[src/rtl/lc4_muldiv_seq.sv]
// Iterative LC4 MUL/DIV/MOD unit: one shift-add or restoring-divide step per cycle.
// Holds the pipeline through o_stall until the single-cycle o_done pulse.
module lc4_muldiv_seq #(
    parameter int WORD_SIZE = 16
) (
    input  logic                 clk,
    input  logic                 rst,
    input  logic                 i_start,
    input  logic [15:0]          i_insn,
    input  logic [WORD_SIZE-1:0] i_r1data,
    input  logic [WORD_SIZE-1:0] i_r2data,
    input  logic                 i_flush,
    output logic                 o_stall,
    output logic                 o_busy,
    output logic                 o_done,
    output logic [WORD_SIZE-1:0] o_result
);
    localparam int CW = $clog2(WORD_SIZE);
    localparam logic [CW-1:0] CNT_LAST = CW'(WORD_SIZE - 1);

    localparam logic [1:0] S_IDLE = 2'd0;
    localparam logic [1:0] S_RUN  = 2'd1;
    localparam logic [1:0] S_DONE = 2'd2;

    localparam logic [1:0] OP_NONE = 2'd0;
    localparam logic [1:0] OP_MUL  = 2'd1;
    localparam logic [1:0] OP_DIV  = 2'd2;
    localparam logic [1:0] OP_MOD  = 2'd3;

    logic [1:0]           state_q, state_d;
    logic [1:0]           op_q, op_d, op_dec;
    logic [CW-1:0]        cnt_q, cnt_d;
    logic [WORD_SIZE-1:0] a_q, a_d;       // multiplicand, or dividend shifting into quotient
    logic [WORD_SIZE-1:0] b_q, b_d;       // multiplier, or divisor
    logic [WORD_SIZE-1:0] acc_q, acc_d;   // product accumulator, or partial remainder
    logic [WORD_SIZE-1:0] result_q, result_d;
    logic                 busy_q, busy_d;
    logic                 done_q, done_d;

    logic                 accept;
    logic [WORD_SIZE-1:0] mul_sum;
    logic [WORD_SIZE:0]   rem_sh;
    logic [WORD_SIZE-1:0] rem_diff, rem_nx, quo_nx;
    logic                 rem_ge;

    always_comb begin
        op_dec = OP_NONE;
        casez (i_insn)
            16'b0001_??????_001_???: op_dec = OP_MUL;
            16'b0001_??????_011_???: op_dec = OP_DIV;
            16'b1010_??????_11_????: op_dec = OP_MOD;
            default:                 op_dec = OP_NONE;
        endcase
    end

    assign accept = (state_q == S_IDLE) && i_start && (op_dec != OP_NONE) && !i_flush;

    always_comb begin
        mul_sum  = acc_q + (b_q[0] ? a_q : '0);
        // The shifted remainder is below 2*divisor, so the low bits of the difference are exact.
        rem_sh   = {acc_q, a_q[WORD_SIZE-1]};
        rem_ge   = rem_sh >= {1'b0, b_q};
        rem_diff = rem_sh[WORD_SIZE-1:0] - b_q;
        rem_nx   = rem_ge ? rem_diff : rem_sh[WORD_SIZE-1:0];
        quo_nx   = {a_q[WORD_SIZE-2:0], rem_ge};
    end

    always_comb begin
        state_d  = state_q;
        op_d     = op_q;
        cnt_d    = cnt_q;
        a_d      = a_q;
        b_d      = b_q;
        acc_d    = acc_q;
        result_d = result_q;
        done_d   = 1'b0;
        if (i_flush) begin
            state_d = S_IDLE;
        end else begin
            case (state_q)
                S_IDLE: begin
                    if (accept) begin
                        state_d = S_RUN;
                        op_d    = op_dec;
                        a_d     = i_r1data;
                        b_d     = i_r2data;
                        acc_d   = '0;
                        cnt_d   = '0;
                    end
                end
                S_RUN: begin
                    cnt_d = cnt_q + 1'b1;
                    if (op_q == OP_MUL) begin
                        acc_d = mul_sum;
                        a_d   = a_q << 1;
                        b_d   = b_q >> 1;
                    end else begin
                        acc_d = rem_nx;
                        a_d   = quo_nx;
                    end
                    if (cnt_q == CNT_LAST) begin
                        state_d = S_DONE;
                        done_d  = 1'b1;
                        case (op_q)
                            OP_MUL:  result_d = mul_sum;
                            OP_DIV:  result_d = (b_q == '0) ? '0 : quo_nx;
                            default: result_d = (b_q == '0) ? '0 : rem_nx;
                        endcase
                    end
                end
                S_DONE:  state_d = S_IDLE;
                default: state_d = S_IDLE;
            endcase
        end
        busy_d = (state_d == S_RUN);
    end

    always_ff @(posedge clk) begin
        if (rst) begin
            state_q  <= S_IDLE;
            op_q     <= OP_NONE;
            cnt_q    <= '0;
            a_q      <= '0;
            b_q      <= '0;
            acc_q    <= '0;
            result_q <= '0;
            busy_q   <= 1'b0;
            done_q   <= 1'b0;
        end else begin
            state_q  <= state_d;
            op_q     <= op_d;
            cnt_q    <= cnt_d;
            a_q      <= a_d;
            b_q      <= b_d;
            acc_q    <= acc_d;
            result_q <= result_d;
            busy_q   <= busy_d;
            done_q   <= done_d;
        end
    end

    assign o_stall  = accept || (state_q == S_RUN);
    assign o_busy   = busy_q;
    assign o_done   = done_q;
    assign o_result = result_q;
endmodule

[config.mk]
export PLATFORM = sky130hd
export DESIGN_NAME = lc4_muldiv_seq
export DESIGN_NICKNAME = d
export VERILOG_FILES = /design/src/rtl/lc4_muldiv_seq.sv
export SDC_FILE = /design/constraint.sdc
export NUM_CORES = 1
export LEC_CHECK = 0
export CAP_MARGIN = 30
export CORE_MARGIN = 2
export CORE_UTILIZATION = 54
export CTS_BUF_LIST = sky130_fd_sc_hd__clkbuf_16
export DETAILED_ROUTE_END_ITERATION = 6
export HOLD_SLACK_MARGIN = 0.15
export PLACE_DENSITY = 0.75
export SETUP_SLACK_MARGIN = 0.5
export SKIP_LAST_GASP = 1
export SLEW_MARGIN = 5
export SYNTH_ARGS = -nofsm -noshare
export SYNTH_HDL_FRONTEND = slang
export SYNTH_SLANG_ARGS = --single-unit
[constraint.sdc]
create_clock -name clk -period 3.8 [get_ports clk]
set_input_delay 0.76 -clock clk [delete_from_list [all_inputs] [get_ports clk]]
set_output_delay 0.76 -clock clk [all_outputs]
set_load 0.01 [all_outputs]
---- Word-level counts from Yosys, hierarchy flattened ----
Index checks and enable logic that the tools add are counted.
storage, ports and cells
  register bits ........................... 74
  input port bits ......................... 52
operators by class
  mux-type cells .......................... 22
  eq/ne operators ......................... 10
  $add $sub $neg .......................... 3
  magnitude comparators ................... 1
  reduce and logical (&&, ||, !) cells .... 14
  bitwise logic cells ..................... 2
operators by type and width
  operator               number
  $mux W16               9
  $pmux W16 S2           4
  $ge A17 B16 Y1         1
  $add A16 B16 Y16       1
  $logic_not A16 Y1      1
  $sub A16 B16 Y16       1
  $eq A7 B4 Y1 const B   2
  $reduce_and A3 Y1      3
  $pmux W4 S2            1
  $eq A2 B1 Y1 const B   3
  $eq A6 B6 Y1 const B   1
  $mux W2                3
  $pmux W2 S3            1
  $add A4 B1 Y4 const B  1
  $eq A4 B4 Y1 const B   1
  $mux W4                1
  $ne A2 B2 Y1 const B   2
  $pmux W2 S2            1
  $reduce_and A4 Y1      1
  $reduce_bool A2 Y1     2
  $logic_and A1 B1 Y1    3
  $reduce_or A3 Y1       1
  $eq A2 B2 Y1 const B   1
  $logic_not A2 Y1       1
  4 further kinds        6

---- Longest topological paths before layout ----
Gate-level depths: netlist of the first run.
  depth in word-level cells ............... 9
  depth in mapped cells ................... 12
  gate-level depth less buffers ........... 12

---- Worst setup path before layout of the first run ----
Ideal clock, no wire load.
  path kind ............................... register to register
  start point ............................. register b_q[0]
  end point ............................... register result_q[12] (netlist: o_result[12])
  data arrival time ....................... 2.583 ns
  slack ................................... 1.097 ns
  required time ........................... 3.680 ns
  path buffers ............................ 1
  setup time .............................. 0.120 ns
  stages on the path, launching flop included .. 12
  cell sequence ........................... dfxtp_1 clkbuf_1 and2_1 ha_1 fa_1 a21oi_1 nor2_1 o311ai_0 a21oi_1 xnor2_1 nor3_1 o31a_1
between the ends
  word-level cells in the longest chain between the ends .. 4
  elaborated cells on any way between the ends .. 9
ends and longest elaborated chain
  element                                                    RTL line  RTL
  start: declaration                                         34        logic [WORD_SIZE-1:0] b_q, b_d;
  start signal: assignment                                   124       b_q <= '0;
  start signal: assignment                                   134       b_q <= b_d;
  $sub A16 B16 Y16 / $ge A17 B16 Y1 (equally long branches)  63, 62
  $mux W16                                                   64        rem_nx = rem_ge ? rem_diff : rem_sh[WORD_SIZE-1:0];
  $mux W16                                                   107       default: result_d = (b_q == '0) ? '0 : rem_nx;
  $pmux W16 S2 (*)                                           104       case (op_q)
  end signal: assignment                                     136       result_q <= result_d;
  end: declaration                                           36        logic [WORD_SIZE-1:0] result_q, result_d;
Every way passes the cells marked *; elsewhere a longest branch is shown, timed or not.
A chain may end at the register's enable or synchronous reset.

---- Worst setup path in the final report of the first run ----
Same ends and word-level chain as after synthesis.

==> key figures, run 1 <==
Timing
  – Tcrit/Tclk final: 0.824
  – Setup tns final: 0 ps
  – Clock Skew: 6.19 ps
  – Final slew viol count: 0
  – Max-slew headroom: 0.449
  – Final hold vios: 0
  – # setup viols final: 0
  – Peak Freq: around 0.32 GHz
  – Final Critical Period: 3130 ps
  – RSZ-0062 raised after global routing: no
  – Least-Margin Pin Slew: 825 ps

Global routing
  – Grt peak-use layer: met2
  – Congestion Overflow GR: 0
  – Global Route met3 Usage: 0.0529
  – Met2 global-route usage: 0.475
  – Pin count of the biggest net entering global routing: 54
  – GRT met1 Usage: 0.374
  – Initial antenna violation count: 0
  – First-pass GRT wire length: 24.8 mm
  – GRT Util Overall: 0.285
  – Vias in the first global route: 5,027

Synthesis
  – Seq cells post-synth: between 70 and 80
  – Synth Instances: 705
  – Ys Warns: 0
  – Syn Area/Cell: 7.62 sq um
  – Cell taking the most area after synthesis: dfxtp_1
  – Seq/Total Area, Yosys: 0.276
  – Post-synth top cells: 98 x nor2_1, 74 x dfxtp_1, 52 x a21oi_1
  – Post-Syn Area: 5370 sq um
  – Synth top area share: 0.276
  – Most common cell in the netlist: nor2_1
  – Synth Flop Type: dfxtp_1
  – Synth area leaders: dfxtp_1 28%, ha_1 8.2%, nor2_1 6.9%
  – Syn nets: 794
  – Post-synth EDFFs: 0
  – Synth unique cells: 67
  – Ys async rst share: 0

Cells and area
  – Fin cells: 883
  – Layout cells sized above 1: 0.0587
  – Synthesis-to-finish area growth: 18.0%
  – ANT cells: 0
  – # nets final: 834

Worst setup path
  – Reg-to-reg setup timing slack: 670 ps
  – CP max stage cell: o311ai_0
  – Worst Setup SP: b_q[0]$_SDFFE_PP0P_
  – Critical path's largest stage delay: 510 ps
  – Critical Path End Type: register
  – Kind of critical path: reg2reg
  – Worst path cell trace: and2_1 -> ha_1 -> fa_1 -> a21oi_1 -> nor2_1 -> o311ai_0 -> a21oi_1 -> xnor2_1 -> nor3_1 -> o31a_1
  – Most frequent CP cell: a21oi_1
  – Worst EP arrival: between 3000 and 4000 ps
  – Worst-path fanout max: 19
  – Worst R2R End: o_result[12]$_SDFFE_PP0P_
  – Worst r2r src: b_q[0]$_SDFFE_PP0P_
  – Capture point of the critical path: o_result[12]$_SDFFE_PP0P_
  – Crit start category: register
  – Data required, critical path: 4040 ps
  – R2R depth: 10

Power
  – Maximum VDD drop: about 0.28 mV
  – Power per cell area: 278 nW/um^2
  – Leakage: approximately 0.0025 uW
  – Reg power frac: 0.443
  – Combinational Power Share: 0.103
  – Switching part of the total: 0.263
  – Clk pwr share: 0.454
  – Sw Pwr: between 400 and 500 uW
  – Cell Int Power: between 1000 and 1500 uW

Detailed routing
  – Routed Wire Length: 15.5 mm
  – Initial DRT Pass Iterations: 4
  – Initial DRC Count: 423
  – Wirelength per Cell: 17.5 um
  – Number of remaining DRC errors: 0
  – Vias per cell: 6.15
  – Via count: 5,432
  – DRT antenna net count: 0

Placement
  – HPWL after DPL: 11.4 mm
  – I/O Buffers: 61
  – Placed cells: 867
  – Gp weighted congestion: 0.931

Die
  – Vert. Die Dim: 104 um
  – Starting Density: 0.552
  – Die Wd: around 100 um
  – I/O pin cnt: between 70 and 80
  – Core ar.: 9730 sq um
  – Die Area: 10,800 sq um
  – Rows: 36

Clock tree
  – Clock sinks: 74
  – Clock root cell: clkbuf_16
  – CTS Buf Count: 9
  – Max H-tree Level: 3
  – Skew-Pair Late Insertion Delay: 340 ps
  – Clk slew on worst S/H paths: about 60 ps
  – Postcts setup bufs: 0
  – Clk buf depth: 2
  – CTS tree: built

Hold path
  – Hold path cells: 2
  – Hold path startpoint: op_q[1]$_SDFFE_PP0P_
  – HP Class: reg2reg

Status
  – Run status: finished clean

Job
  – Max cap viols: 0
## registers in the layout (all words and copies together) (netlist names)
name / count
a_q: 16
acc_q: 16
b_q: 16
o_result: 16
cnt_q: 4
op_q: 2
state_q: 2
o_busy: 1
o_done: 1
## power groups by stage
stage                     combinational, uW  clock, uW  sequential, uW
after detailed placement                176          0             799
after global placement                  173          0             799
after CTS                               177        806             781
after floorplan                         112          0             797
final                                   181        801             782
after global routing                    196        840             781
## stage by stage
step	util	area (sq um)	worst slack (ps)	total power, uW	hold WS (ps)
after global placement	0.621	6040	531	972	467
final	0.651	6330	670	1760	486
after detailed placement	0.622	6050	508	975	476
after global routing	0.651	6330	533	1820	519
after CTS	0.649	6320	516	1760	485
after floorplan	-	5370	1100	909	453
## final cells by class
class,count,area [sq um]
multi-input cells,559,3610
fillers,890,3390
flip-flops and latches,74,1480
repair buffers,73,698
clock buffers,9,225
well taps,133,166
inverters,28,105
clock inverters,7,45.0
## cell usage in the layout (no fill, tap or decap), types with 6 or more instances in the layout
| cell | count |
|---|---|
| a211oi_1 | 46 |
| a21o_1 | 6 |
| a21oi_1 | 51 |
| a221oi_1 | 7 |
| a22o_1 | 6 |
| and2_1 | 19 |
| and3_1 | 10 |
| buf_4 | 12 |
| clkbuf_16 | 9 |
| clkdlybuf4s50_1 | 59 |
| dfxtp_1 | 73 |
| ha_1 | 35 |
| inv_1 | 28 |
| mux2i_1 | 15 |
| nand2_1 | 47 |
| nand2b_1 | 10 |
| nand3_1 | 21 |
| nor2_1 | 98 |
| nor3_1 | 24 |
| o21a_1 | 9 |
| o21ai_0 | 30 |
| o21ai_1 | 10 |
| o31ai_1 | 6 |
| xnor2_1 | 12 |
| xor2_1 | 13 |
## critical path: cells and delay by family, from the launching register on
kind	cells	cell delay [ps]
adder cells (fa/ha/maj)	2	640
AO/OA/AOI/OAI	4	1270
AND/OR/NAND/NOR	3	400
XOR/XNOR	1	270
flip-flops	1	440
## what timing repair did
item	4_1_cts	5_1_grt
setup endpoints to repair	1	2
gates resized for setup	1	3
cloned	0	0
hold buffers	0	0
## worst min-delay path by stage
stage	end	slack (ps)
floorplan	op_q[1]$_SDFFE_PP0P_	450
global placement	op_q[1]$_SDFFE_PP0P_	470
detailed placement	op_q[1]$_SDFFE_PP0P_	480
CTS	op_q[1]$_SDFFE_PP0P_	490
global route	o_result[10]$_SDFFE_PP0P_	520
finish	op_q[1]$_SDFFE_PP0P_	490
## per-layer routing
layer,wire (um),share of wire
met3,908,0.059
met4,378,0.024
met1,6960,0.45
met2,7220,0.47
met5,0,0
## cell families after synthesis
logic type      synth area share
simple gates               0.233
compound gates             0.277
flops                      0.276
buf+inv                   0.0559
fa+ha+maj                 0.0890
xor+xnor                  0.0408
mux                       0.0280
Note: power is estimated with default switching activity, not from simulation.
==> run 2: changes to the inputs <==
--- a/config.mk
+++ b/config.mk
@@ -7,7 +7,7 @@
 export LEC_CHECK = 0
 export CAP_MARGIN = 30
 export CORE_MARGIN = 2
-export CORE_UTILIZATION = 54
+export CORE_UTILIZATION = 51
 export CTS_BUF_LIST = sky130_fd_sc_hd__clkbuf_16
 export DETAILED_ROUTE_END_ITERATION = 6
 export HOLD_SLACK_MARGIN = 0.15
==> constraint.sdc (replaced) <==
create_clock -name clk -period 2.55 [get_ports clk]
set_input_delay 0.51 -clock clk [delete_from_list [all_inputs] [get_ports clk]]
set_output_delay 0.51 -clock clk [all_outputs]
set_load 0.01 [all_outputs]
==> key figures, run 2 (same netlist as run 1, synthesis figures left out) <==
Global routing
  – First-pass GRT wire length: 32.0 mm (+29%)
  – GRT Util Overall: 0.360 (+0.0749)
  – Initial antenna violation count: 0 (unchanged)
  – Pin count of the biggest net entering global routing: 35 (-35%)
  – Congestion Overflow GR: 0 (unchanged)
  – Vias in the first global route: 6,419 (+28%)

Detailed routing
  – Wirelength per Cell: 21.9 um (+25%)
  – DRT antenna net count: 0 (unchanged)
  – Vias per cell: 6.48 (+5.4%)
  – Via count: 6,734 (+24%)
  – Initial DRT Pass Iterations: 5 (+1)
  – Number of remaining DRC errors: 0 (unchanged)
  – Initial DRC Count: 879 (+110%)
  – Routed Wire Length: 22.7 mm (+47%)

Timing
  – Clock Skew: 11.0 ps (+4.86 ps)
  – Setup ws final: -151 ps (-822 ps)
  – Worst hold slack: 495 ps (+8.51 ps)
  – Setup tns final: -951 ps (-951 ps)
  – Final Critical Period: 2700 ps (-428 ps)
  – Final hold vios: 0 (unchanged)
  – Final slew viol count: 0 (unchanged)
  – RSZ-0062 raised after global routing: yes
  – Max-slew headroom: 0.373 (-0.0753)
  – Tcrit/Tclk final: 1.06 (+0.236)
  – Least-Margin Pin Slew: 938 ps (+113 ps)
  – # setup viols final: 16 (+16)
  – Peak Freq: 0.370 GHz (+16%)

Clock tree
  – Max H-tree Level: 3 (unchanged)
  – Clk buf depth: 2 (unchanged)
  – Clock root cell: clkbuf_16
  – CTS Buf Count: 9 (unchanged)
  – Skew-Pair Late Insertion Delay: 350 ps (about the same)
  – CTS tree: built
  – Clock sinks: 74 (unchanged)
  – Clk slew on worst S/H paths: 70 ps (about the same)
  – Cts hold-fix bufs: 0 (unchanged)

Die
  – Core ar.: 10,300 sq um (+5.6%)
  – Starting Density: 0.522 (-0.0294)
  – Rows: 37 (+2.8%)
  – Vert. Die Dim: 107 um (+2.8%)
  – Die Area: 11,400 sq um (+5.7%)
  – Die Wd: 107 um (+2.8%)
  – I/O pin cnt: 71 (unchanged)

Status
  – Run status: finished, violations left
  – Violated checks: negative setup slack

Cells and area
  – Storage cell area: 1500 sq um (+1.3%)
  – Layout cells sized above 1: 0.364 (+0.306)
  – Synthesis-to-finish area growth: 59.3%
  – Core Util, Final: 0.832 (+0.181)
  – Design area: 8550 sq um (+35%)
  – # nets final: 987 (+18%)
  – Most frequent cells in the layout: 144 x buf_4, 96 x nor2_1, 62 x dfxtp_1
  – ANT cells: 0 (unchanged)
  – Area taken by multi-input logic gates: 4480 sq um (+24%)
  – Most common cell after layout, fill and taps aside: buf_4
  – Fillers: 581 (-35%)

Placement
  – HPWL after DPL: 13.8 mm (+21%)
  – Gp weighted congestion: 0.958 (+2.9%)
  – Worst Setup Slack post-DPL: -173 ps (-681 ps)
  – Placed Area: 7150 sq um (+18%)
  – I/O Buffers: 61 (unchanged)

Worst setup path
  – CP max stage cell: dfxtp_4
  – Critical path buffer and inverter count: 2 (+2)
  – Worst-path fanout max: 6 (-13)
  – Reg-to-reg setup timing slack: -150 ps (-820 ps)
  – Crit start category: register
  – Critical path's largest stage delay: 400 ps (-110 ps)
  – Critical Path End Type: register
  – Worst path cell trace: ha_4 -> inv_2 -> fa_2 -> a21o_1 -> a22o_1 -> o311ai_4 -> nand2b_1 -> xnor2_2 -> buf_4 -> a21oi_2 -> a211oi_2 -> o21ai_1
  – Worst EP arrival: 2940 ps (-430 ps)
  – Data required, critical path: 2780 ps (-1260 ps)
  – Kind of critical path: reg2reg
  – CP top delay family: compound AO/OA/AOI/OAI gates

Power
  – Power per cell area: 339 nW/um^2 (+22%)
  – Reg power frac: 0.401 (-0.042)
  – Clk pwr share: 0.430 (-0.024)
  – Maximum VDD drop: 0.264 mV (-6.4%)
  – Combinational Power Share: 0.170 (+0.067)
  – Leakage: 0.00344 uW (+38%)
  – Sw Pwr: 788 uW (+70%)
  – Cell Int Power: 2110 uW (+62%)
  – Switching part of the total: 0.272 (+0.00945)

Job
  – Max cap viols: 0 (unchanged)

Hold path
  – HP Class: reg2reg
-- run 2: cell types whose count changed in the layout (fill, tap and decap cells not counted), moves of 10 or more --
cell,delta
a211oi_1,-12
a211oi_2,+11
a21oi_1,-16
buf_4,+132
buf_6,+10
dfxtp_1,-11
ha_1,-20
ha_4,+20
o21ai_0,-13
-- run 2: layout make-up --
cell class | instances | area share
well taps | 136 | 0.0199
clock buffers | 10 | 0.0293
flip-flops and latches | 74 | 0.176
multi-input cells | 560 | 0.523
repair buffers | 225 | 0.235
clock inverters | 6 | 0.00380
inverters | 28 | 0.0126
-- run 2: power by group through the flow --
| stage | combinational [uW] | clock [uW] | sequential, uW |
|---|---|---|---|
| final | 491 | 1240 | 1160 |
| after global routing | 511 | 1290 | 1160 |
| after CTS | 422 | 1240 | 1160 |
| after detailed placement | 343 | 0 | 1190 |
| after global placement | 338 | 0 | 1190 |
| after floorplan | 187 | 0 | 1190 |
-- run 2: layer usage --
layer  up-vias  global-route usage  wire length [um]
met5         -                   0                 0
met1      3186               0.436              8500
met3       149              0.0699              2100
met4         0               0.184              1440
met2       440               0.606             10700
li1       2959                   -                 -
-- run 2: worst register-to-register path: cells and delay by family, from the launching register on --
family / cells / cell delay, ps
compound gates: 6 / 1080
fa+ha+maj: 2 / 510
flops: 1 / 400
xor+xnor: 1 / 250
buf+inv: 2 / 210
simple gates: 1 / 160
-- run 2: what timing repair did --
action                                 CTS  global route
pin swaps                               49            51
setup endpoints to repair               51            43
gates cloned                             3             1
setup buffers                           15            23
gates resized for setup                112            59
endpoints found under the hold margin    0             0
-- run 2: through the flow --
step | cells | total power, uW
finish | 1039 | 2900
global placement | 981 | 1520
floorplan | 705 | 1370
global route | 1039 | 2960
CTS | 1015 | 2820
detailed placement | 981 | 1530
-- run 2: worst paths after layout --
path / start / end / cells past startpoint
worst min-delay path: o_result[10]$_SDFFE_PP0P_ / o_result[10]$_SDFFE_PP0P_ / 2
worst max-delay path: b_q[0]$_SDFFE_PP0P_ / acc_q[10]$_SDFFE_PP0P_ / 12
worst max register to register: b_q[0]$_SDFFE_PP0P_ / acc_q[10]$_SDFFE_PP0P_ / 12
worst min register to register: o_result[10]$_SDFFE_PP0P_ / o_result[10]$_SDFFE_PP0P_ / 2
